$ cat config.mk
export PLATFORM = sky130hd
export DESIGN_NAME = nn_classify_sequencer
export DESIGN_NICKNAME = d
export VERILOG_FILES = /design/src/rtl/nn_cls_pkg.sv /design/src/rtl/nn_argmax4.sv /design/src/rtl/nn_classify_sequencer.sv
export SDC_FILE = /design/constraint.sdc
export NUM_CORES = 1
export LEC_CHECK = 0
export BUFFER_PORTS_ARGS = -buffer_cell sky130_fd_sc_hd__buf_2
export CAP_MARGIN = 15
export CORE_MARGIN = 2
export CORE_UTILIZATION = 61
export CTS_CLUSTER_SIZE = 14
export DETAILED_ROUTE_END_ITERATION = 10
export GPL_TIMING_DRIVEN = 0
export PLACE_DENSITY = 0.85
export RECOVER_POWER = 100
export SLEW_MARGIN = 10
export SYNTH_ARGS = -nofsm -noshare
export SYNTH_HDL_FRONTEND = slang
export SYNTH_HIERARCHICAL = 1
export SYNTH_SLANG_ARGS = --single-unit
$ cat constraint.sdc
create_clock -name clk -period 16.9 [get_ports clk]
set_input_delay 3.38 -clock clk [delete_from_list [all_inputs] [get_ports clk]]
set_output_delay 3.38 -clock clk [all_outputs]
set_load 0.05 [all_outputs]
$ cat src/rtl/nn_cls_pkg.sv
`default_nettype none
// ============================================================================
//  Module  : nn_cls_pkg
//  Purpose : Shared definitions for the classifier sequencer: Q6.10 format
//            constants, class index encoding, sequencer state encoding and
//            the default attack threshold.
//  Ports   : none (package)
//  Revision: 1.0 - initial release
// ============================================================================
package nn_cls_pkg;

  // Q6.10 signed fixed point: 6 integer bits (incl. sign), 10 fraction bits
  localparam int c_data_width = 16;
  localparam int c_q_frac     = 10;
  localparam int c_n_lanes    = 4;

  // 2.5 in Q6.10
  localparam logic [15:0] c_thresh_default = 16'h0A00;

  // Lane i of the core scores class i
  typedef enum logic [1:0] {
    CLS_DOS      = 2'd0,
    CLS_PORTSCAN = 2'd1,
    CLS_DDOS     = 2'd2,
    CLS_PATATOR  = 2'd3
  } cls_e;

  typedef enum logic [2:0] {
    ST_IDLE   = 3'd0,
    ST_FILL   = 3'd1,
    ST_START  = 3'd2,
    ST_STREAM = 3'd3,
    ST_WAIT   = 3'd4,
    ST_DECIDE = 3'd5,
    ST_HOLD   = 3'd6
  } seq_state_e;

endpackage
`default_nettype wire

$ cat src/rtl/nn_argmax4.sv
`default_nettype none
// ============================================================================
//  Module  : nn_argmax4
//  Purpose : Combinational signed 4-way maximum. On equal scores the lowest
//            lane index wins.
//  Ports   : scores  [4*DATA_WIDTH] in  {s3,s2,s1,s0}, lane 0 in the LSBs
//            max_idx [2]            out index of the winning lane
//            max_val [DATA_WIDTH]   out winning score
//  Revision: 1.0 - initial release
// ============================================================================
module nn_argmax4 #(
  parameter int DATA_WIDTH = 16
) (
  input  logic [4*DATA_WIDTH-1:0] scores,
  output logic [1:0]              max_idx,
  output logic [DATA_WIDTH-1:0]   max_val
);

  // Strict greater-than keeps the earlier (lower) lane on a tie.
  always_comb begin
    max_idx = 2'd0;
    max_val = scores[DATA_WIDTH-1:0];
    for (int i = 1; i < 4; i++) begin
      if ($signed(scores[i*DATA_WIDTH +: DATA_WIDTH]) > $signed(max_val)) begin
        max_idx = 2'(i);
        max_val = scores[i*DATA_WIDTH +: DATA_WIDTH];
      end
    end
  end

endmodule
`default_nettype wire

$ cat src/rtl/nn_classify_sequencer.sv
`default_nettype none
// ============================================================================
//  Module  : nn_classify_sequencer
//  Purpose : Controller for the 4-lane forward classifier core. Buffers one
//            feature vector, streams x_j with per-lane weights into the core,
//            waits for the core result, picks the winning class and flags an
//            attack when the winning score exceeds THRESH.
//  Ports   : clk, rst (async, active-low)
//            feat_valid/feat_ready/feat_data/feat_last : feature stream in
//            wt_addr/wt_data     : weight ROM (data valid 1 cycle after addr)
//            core_start/core_clr : core control pulses
//            core_x/core_w       : operand broadcast and per-lane weights
//            core_done/core_score: core result (level) and 4 lane scores
//            res_valid/res_ready/res_class/res_score/res_attack/res_err :
//                                  result channel
//  Revision: 1.0 - initial release
// ============================================================================
module nn_classify_sequencer
  import nn_cls_pkg::*;
#(
  parameter int                    DATA_WIDTH = c_data_width,
  parameter int                    N_FEAT     = 12,
  parameter int                    ADDR_W     = 4,
  parameter int                    TIMEOUT    = 64,
  parameter logic [DATA_WIDTH-1:0] THRESH     = DATA_WIDTH'(c_thresh_default)
) (
  input  logic                    clk,
  input  logic                    rst,
  input  logic                    feat_valid,
  output logic                    feat_ready,
  input  logic [DATA_WIDTH-1:0]   feat_data,
  input  logic                    feat_last,
  output logic [ADDR_W-1:0]       wt_addr,
  input  logic [4*DATA_WIDTH-1:0] wt_data,
  output logic                    core_start,
  output logic                    core_clr,
  output logic [4*DATA_WIDTH-1:0] core_x,
  output logic [4*DATA_WIDTH-1:0] core_w,
  input  logic                    core_done,
  input  logic [4*DATA_WIDTH-1:0] core_score,
  output logic                    res_valid,
  input  logic                    res_ready,
  output logic [1:0]              res_class,
  output logic [DATA_WIDTH-1:0]   res_score,
  output logic                    res_attack,
  output logic                    res_err
);

  localparam int c_cnt_w  = $clog2(N_FEAT + 1);
  localparam int c_idx_w  = (N_FEAT > 1) ? $clog2(N_FEAT) : 1;
  localparam int c_wait_w = (TIMEOUT > 1) ? $clog2(TIMEOUT) : 1;

  localparam logic [c_cnt_w-1:0]  c_n_feat    = c_cnt_w'(N_FEAT);
  localparam logic [c_cnt_w-1:0]  c_last_k    = c_cnt_w'(N_FEAT - 1);
  localparam logic [c_wait_w-1:0] c_wait_last = c_wait_w'(TIMEOUT - 1);

  seq_state_e              r_state;
  logic [c_cnt_w-1:0]      r_cnt;     // words stored in FILL, feature index k in STREAM
  logic [c_wait_w-1:0]     r_wait;
  logic [DATA_WIDTH-1:0]   r_buf [N_FEAT];
  logic [DATA_WIDTH-1:0]   r_x;
  logic [4*DATA_WIDTH-1:0] r_score;

  logic                    w_feat_acc;
  logic [c_cnt_w-1:0]      w_cnt_sat;
  logic [1:0]              w_max_idx;
  logic [DATA_WIDTH-1:0]   w_max_val;

  assign w_feat_acc = feat_valid && feat_ready;

  // Count including the word being accepted; saturates so that words past
  // N_FEAT are dropped while a final feat_last still sees a full vector.
  assign w_cnt_sat = (r_cnt == c_n_feat) ? r_cnt : r_cnt + c_cnt_w'(1);

  // Same x_j goes to every MAC lane.
  genvar g;
  for (g = 0; g < c_n_lanes; g++) begin : g_lane
    assign core_x[g*DATA_WIDTH +: DATA_WIDTH] = r_x;
  end

  nn_argmax4 #(
    .DATA_WIDTH (DATA_WIDTH)
  ) u_argmax (
    .scores  (r_score),
    .max_idx (w_max_idx),
    .max_val (w_max_val)
  );

  always_ff @(posedge clk or negedge rst) begin
    if (!rst) begin
      r_state    <= ST_IDLE;
      r_cnt      <= '0;
      r_wait     <= '0;
      r_x        <= '0;
      r_score    <= '0;
      for (int i = 0; i < N_FEAT; i++) begin
        r_buf[i] <= '0;
      end
      feat_ready <= 1'b0;
      wt_addr    <= '0;
      core_start <= 1'b0;
      core_clr   <= 1'b0;
      core_w     <= '0;
      res_valid  <= 1'b0;
      res_class  <= '0;
      res_score  <= '0;
      res_attack <= 1'b0;
      res_err    <= 1'b0;
    end else begin
      // Pulses and operands are only live in the states that set them.
      core_start <= 1'b0;
      core_clr   <= 1'b0;
      r_x        <= '0;
      core_w     <= '0;

      case (r_state)
        ST_IDLE, ST_FILL: begin
          feat_ready <= 1'b1;
          if (w_feat_acc) begin
            if (r_cnt < c_n_feat) begin
              r_buf[r_cnt[c_idx_w-1:0]] <= feat_data;
            end
            r_cnt <= w_cnt_sat;
            if (feat_last) begin
              feat_ready <= 1'b0;
              if (w_cnt_sat == c_n_feat) begin
                // Address 0 goes out with the start pulse so that w_0 is
                // on wt_data in the first STREAM cycle.
                r_state    <= ST_START;
                core_start <= 1'b1;
                wt_addr    <= '0;
              end else begin
                r_state    <= ST_HOLD;
                res_valid  <= 1'b1;
                res_err    <= 1'b1;
                res_class  <= CLS_DOS;
                res_score  <= '0;
                res_attack <= 1'b0;
              end
            end else begin
              r_state <= ST_FILL;
            end
          end
        end

        ST_START: begin
          r_state <= ST_STREAM;
          r_cnt   <= '0;
          wt_addr <= ADDR_W'(1);
        end

        ST_STREAM: begin
          // wt_data now holds w_k (addressed last cycle); registering it with
          // buf[k] keeps x_k and w_k aligned on the core inputs.
          r_x    <= r_buf[r_cnt[c_idx_w-1:0]];
          core_w <= wt_data;
          if (r_cnt == c_last_k) begin
            r_state <= ST_WAIT;
            r_wait  <= '0;
            wt_addr <= '0;
          end else begin
            r_cnt   <= r_cnt + c_cnt_w'(1);
            wt_addr <= ADDR_W'(r_cnt) + ADDR_W'(2);
          end
        end

        ST_WAIT: begin
          if (core_done) begin
            r_score <= core_score;
            r_state <= ST_DECIDE;
          end else if (r_wait == c_wait_last) begin
            core_clr   <= 1'b1;
            r_state    <= ST_HOLD;
            res_valid  <= 1'b1;
            res_err    <= 1'b1;
            res_class  <= CLS_DOS;
            res_score  <= '0;
            res_attack <= 1'b0;
          end else begin
            r_wait <= r_wait + c_wait_w'(1);
          end
        end

        ST_DECIDE: begin
          r_state    <= ST_HOLD;
          res_valid  <= 1'b1;
          res_err    <= 1'b0;
          res_class  <= w_max_idx;
          res_score  <= w_max_val;
          res_attack <= ($signed(w_max_val) > $signed(THRESH));
        end

        ST_HOLD: begin
          // res_valid is always high here; leave only on the handshake.
          if (res_ready) begin
            r_state    <= ST_IDLE;
            res_valid  <= 1'b0;
            res_class  <= '0;
            res_score  <= '0;
            res_attack <= 1'b0;
            res_err    <= 1'b0;
            r_cnt      <= '0;
            feat_ready <= 1'b1;
          end
        end

        default: r_state <= ST_IDLE;
      endcase
    end
  end

endmodule
`default_nettype wire
== Word-level counts from Yosys, hierarchy flattened ==
Index checks and enable logic that the tools add are counted.
Storage, ports and cells
  ROM bits: 0
  bits in registers: 377
  bits in writable memories: 0
  output and inout bits: 156
  word-level logic and storage cells: 151
  bits in latches: 0
  memories: 0
Cells by class
  multiplexer cells: 75
  multipliers: 0
  order comparisons: 7
  $add $sub $neg: 3
  shift operators: 0
  bitwise gates (word level): 1
  div/mod/pow operators: 0
  reductions and logical operators: 17
  equal/unequal tests: 21
Operator list (number)
  16-bit 2-to-1 mux: 13
  192-bit bitwise mux: 1
  16-bit binary-select mux with 4-bit select: 1
  16-bit demux with 4-bit select: 1
  64-bit 2-to-1 mux: 1
  16-bit one-hot mux with 4 select lines: 1
  16-bit > comparator: 3
  4-bit 2-to-1 mux: 8
  1-bit 2-to-1 mux: 22
  3-bit 2-to-1 mux: 7
  2-bit inequality test, second input constant: 10
  6-bit 2-to-1 mux: 3
  3-bit one-hot mux with 6 select lines: 1
  16-bit by 13-bit > comparator with 1-bit output, second input constant: 1
  2-bit 2-to-1 mux: 8
  4-bit one-hot mux with 4 select lines: 1
  4-bit AND reduction: 4
  4-bit equality test, second input constant: 3
  1-bit one-hot mux with 4 select lines: 3
  4-bit one-hot mux with 3 select lines: 1
  6-bit one-hot mux with 2 select lines: 1
  3-bit equality test, second input constant: 3
  2-bit one-hot mux with 4 select lines: 1
  4-bit nonzero test: 2
  20 further kinds: 24

== Logic depth before layout (Yosys ltp) ==
  depth in word-level cells: 8
  gate-level depth with buffers: 39

== Hierarchy ==
The synthesis kept the hierarchy.
Modules (own cells, without submodules)
  nn_classify_sequencer: area each 16115.5 um2, cells an instance 1113, sequential area each 9434.0 um2, times used 1
  nn_argmax4: area each 2230.9 um2, cells an instance 306, sequential area each 0.0 um2, times used 1

== Least setup slack after synthesis ==
No wires, ideal clock.
  kind: register to register
  start point: register r_score[31]
  end point: register res_attack
  cell stages (with the launch flop): 37
  clock period less this slack: 7.736 ns
  data required time: 16.778 ns
  buffers on the path: 5
  arrival: 7.615 ns
  setup slack: 9.164 ns
  path through: dfrtp_1 > ha_1 > nand4_2 > a2111o_1 > and3_1 > buf_6 > a21oi_4 > clkbuf_1 > mux2_2 > inv_1 > ha_1 > and3_1 > a221o_1 > a21o_1 > a21oi_1 > o21ai_0 > a41oi_2 > or2_1 > clkbuf_1 > a31oi_1 > or2_2 > ha_1 > a21o_1 > a21o_1 > a21oi_1 > nor2_1 > a2111oi_0 > a21boi_0 > a41o_1 > buf_1 > clkbuf_1 > nand2_1 > o31ai_1 > nor4_1 > a31oi_1 > or4_1 > a32o_1
On the way
  cells in the longest elaborated chain, start to end: 8
Ends and longest elaborated chain
  start, declared: RTL line nn_classify_sequencer.sv:62  | logic [4*DATA_WIDTH-1:0] r_score;
  start signal, assigned: RTL line nn_classify_sequencer.sv:169  | r_score <= core_score;
  16-bit > comparator: RTL line nn_argmax4.sv:24  | if ($signed(scores[i*DATA_WIDTH +: DATA_WIDTH]) > $signed(max_val)) begin
  16-bit 2-to-1 mux *: RTL line nn_argmax4.sv:24
  16-bit > comparator: RTL line nn_argmax4.sv:24
  16-bit 2-to-1 mux *: RTL line nn_argmax4.sv:24
  16-bit > comparator: RTL line nn_argmax4.sv:24
  16-bit 2-to-1 mux *: RTL line nn_argmax4.sv:24
  net w_max_val[10]: RTL line nn_classify_sequencer.sv:67  | logic [DATA_WIDTH-1:0] w_max_val;
  16-bit by 13-bit > comparator with 1-bit output *: RTL line nn_classify_sequencer.sv:190  | res_attack <= ($signed(w_max_val) > $signed(THRESH));
  1-bit one-hot mux with 4 select lines *: RTL line nn_classify_sequencer.sv:116  | case (r_state)
  end signal, assigned: RTL line nn_classify_sequencer.sv:190
  end, declared: RTL line nn_classify_sequencer.sv:45  | output logic res_attack,
Mark *: on every way through the listed nets, which the timed path passes. The rest lies on a longest branch.
A chain may end at the register's enable or synchronous reset.

==> reports/results.ini <==
[synth]
synth_top_cell_by_area=dfrtp_1
syn_area_per_cell_sq_um=12.9
ys_seq_elements=377
synth_top_flop_cell=dfrtp_1
synth_nets=1621
yosysWarnings=6
synth_edf_count=0
ys_types=82
synthTopCellsByArea=dfrtp_1 51%, mux2_2 15%, mux4_2 5.9%
syn_area_sq_mm=0.0183
synthArstFlopShare=1.00
syn_inst=1419
synth.top_cell.area_share=0.514
ys_seq_area_frac=0.514

[cts]
cts_resized=0
htreeDepth=2
cts_tree=done
cts_buffer_depth=3
cts_sinks=377
cts-root-buf=clkbuf_16
ctsHoldBuffers=0
clk_latency_ns=0.55
path_clk_slew_ns=0.06
post_cts_buffers=0
numCtsBuffers=41

[timing]
fin_crit_ns=10.48
setup-violations-final=0
final.setup_skew_ns=0.0145
worstMarginPinSlew_ns=4.33
drv_slew=269
rsz0062_at_grt=no
fmax_ghz=0.0954
fin_crit_sh=0.620
tns_ns=0
maxSlewHeadroom=-1.88
hold_viol=0

[floorplan]
dieArea_sq_mm=0.0315
dieWidth_microns=177
rows=63
ioPinCount=306
core-area_sq_mm=0.0296
start_util=0.619
die_y_microns=177

[cells_and_area]
diodes=0
layout.nets=1973
layout_commonest_cell=dfrtp_1
layout_common_cells=377 x dfrtp_1, 249 x clkbuf_1, 238 x mux2_2
drive_above_1_share=0.324
fin_cells=2192
utilization=0.720
area_delta_synth_final_pct=16.3

[worst_setup_path]
path_class=input port to asynchronous set/reset pin
critPathLaunchType=input port
setup.worst_path.end_class=asynchronous set/reset pin
critPathArrivalTime_ns=10.37
rrSetupSlack_ns=6.68
r2r_start=r_score[15]
path_max_fanout=64
worstPathRequired_ns=16.79
critPathLaunch=rst

[status]
violations=capacitance limit, slew limit
status=complete, but fails checks

[placed_design]
hpwl_microns=32600
place_congestion=0.943
place_inst=2118
io_buffers=305

[routing]
drt-pass1-iter-count=6
antenna_violating_nets_post_route=0
avgViaCountPerCell=5.87
drcViolationCount=0
drtIter0Drc=1062
drt-total-wl_microns=45200
vias=12867
wl_per_cell_microns=20.6

[min_path]
min_from=r_buf[29]
hp-class=flop to flop

[grt]
grt_start_max_net_pins=116
track_usage=0.286
gr-total-overflow=0
grt_pass1_wl_microns=70300
antenna_found_initial=0
grt_pass1_vias=13336

[flow_run]
maxCapViolations=4

-- through the flow --
stage,hold slack [ns],cell area (sq um),setup WS [ns]
floorplan,0.474,18300,9.16
global placement,0.469,20400,5.48
detailed placement,0.482,20500,7.86
CTS,0.498,21900,7.77
global route,0.509,21300,4.77
finish,0.490,21300,6.42
-- area by class of cell --
class	count	area, sq um
buffer	143	753
tap	390	488
inverter	44	165
timing repair buffer	309	1370
sequential	377	9430
clock inverter	12	189
multi-input combinational	855	7730
clock buffer	62	1220
fill	2125	8290
-- metal layers --
layer / share of wire / vias to the layer above / routed length [microns] / GRT usage
met3: 0.059 / 102 / 2660 / 0.0439
met5: 0 / - / 0 / 0
met4: 0.029 / 0 / 1330 / 0.0915
met1: 0.41 / 6524 / 18600 / 0.379
met2: 0.50 / 477 / 22600 / 0.488
li1: - / 5764 / - / -
-- registers in the layout, indices dropped and copies added, names as in the netlist --
name / count
res_class: 2
r_wait: 6
r_x: 16
core_clr: 1
wt_addr: 4
res_score: 16
feat_ready: 1
res_attack: 1
r_score: 64
res_valid: 1
res_err: 1
core_w: 64
r_cnt: 4
r_state: 3
r_buf: 192
core_start: 1
-- critical path: stages --
cell      delay [ns]
clkbuf_1        1.95
clkbuf_1        2.43
clkbuf_1        2.51
-- cells in the mapped netlist, types with 34 or more instances --
cell type and instances:
a21oi_1 38, a31oi_1 35, and2_1 68, buf_2 34
buf_4 53, clkbuf_1 45, dfrtp_1 377, ha_1 52
inv_1 43, mux2_2 241, mux4_2 48, nand2_1 76
nor2_1 42
-- worst paths after layout --
kind,depth (start not counted),endpoint
max in group clk,38,res_attack
worst max register to register,38,res_attack
min in group asynchronous,1,core_w[22]
worst max-delay path,3,core_w[62]
worst min-delay path,1,r_buf[29]
worst min register to register,1,r_buf[29]
-- kinds of logic after synthesis --
family	count (synthesis)	share of synthesized area
compound gates	182	0.0702
xor+xnor	4	0.00191
buf+inv	187	0.0539
fa+ha+maj	52	0.0355
flops	377	0.514
mux	323	0.235
simple gates	294	0.0897
Power is not shown: default switching activity piles up to over one toggle a cycle in this logic, so the estimate is an artifact.
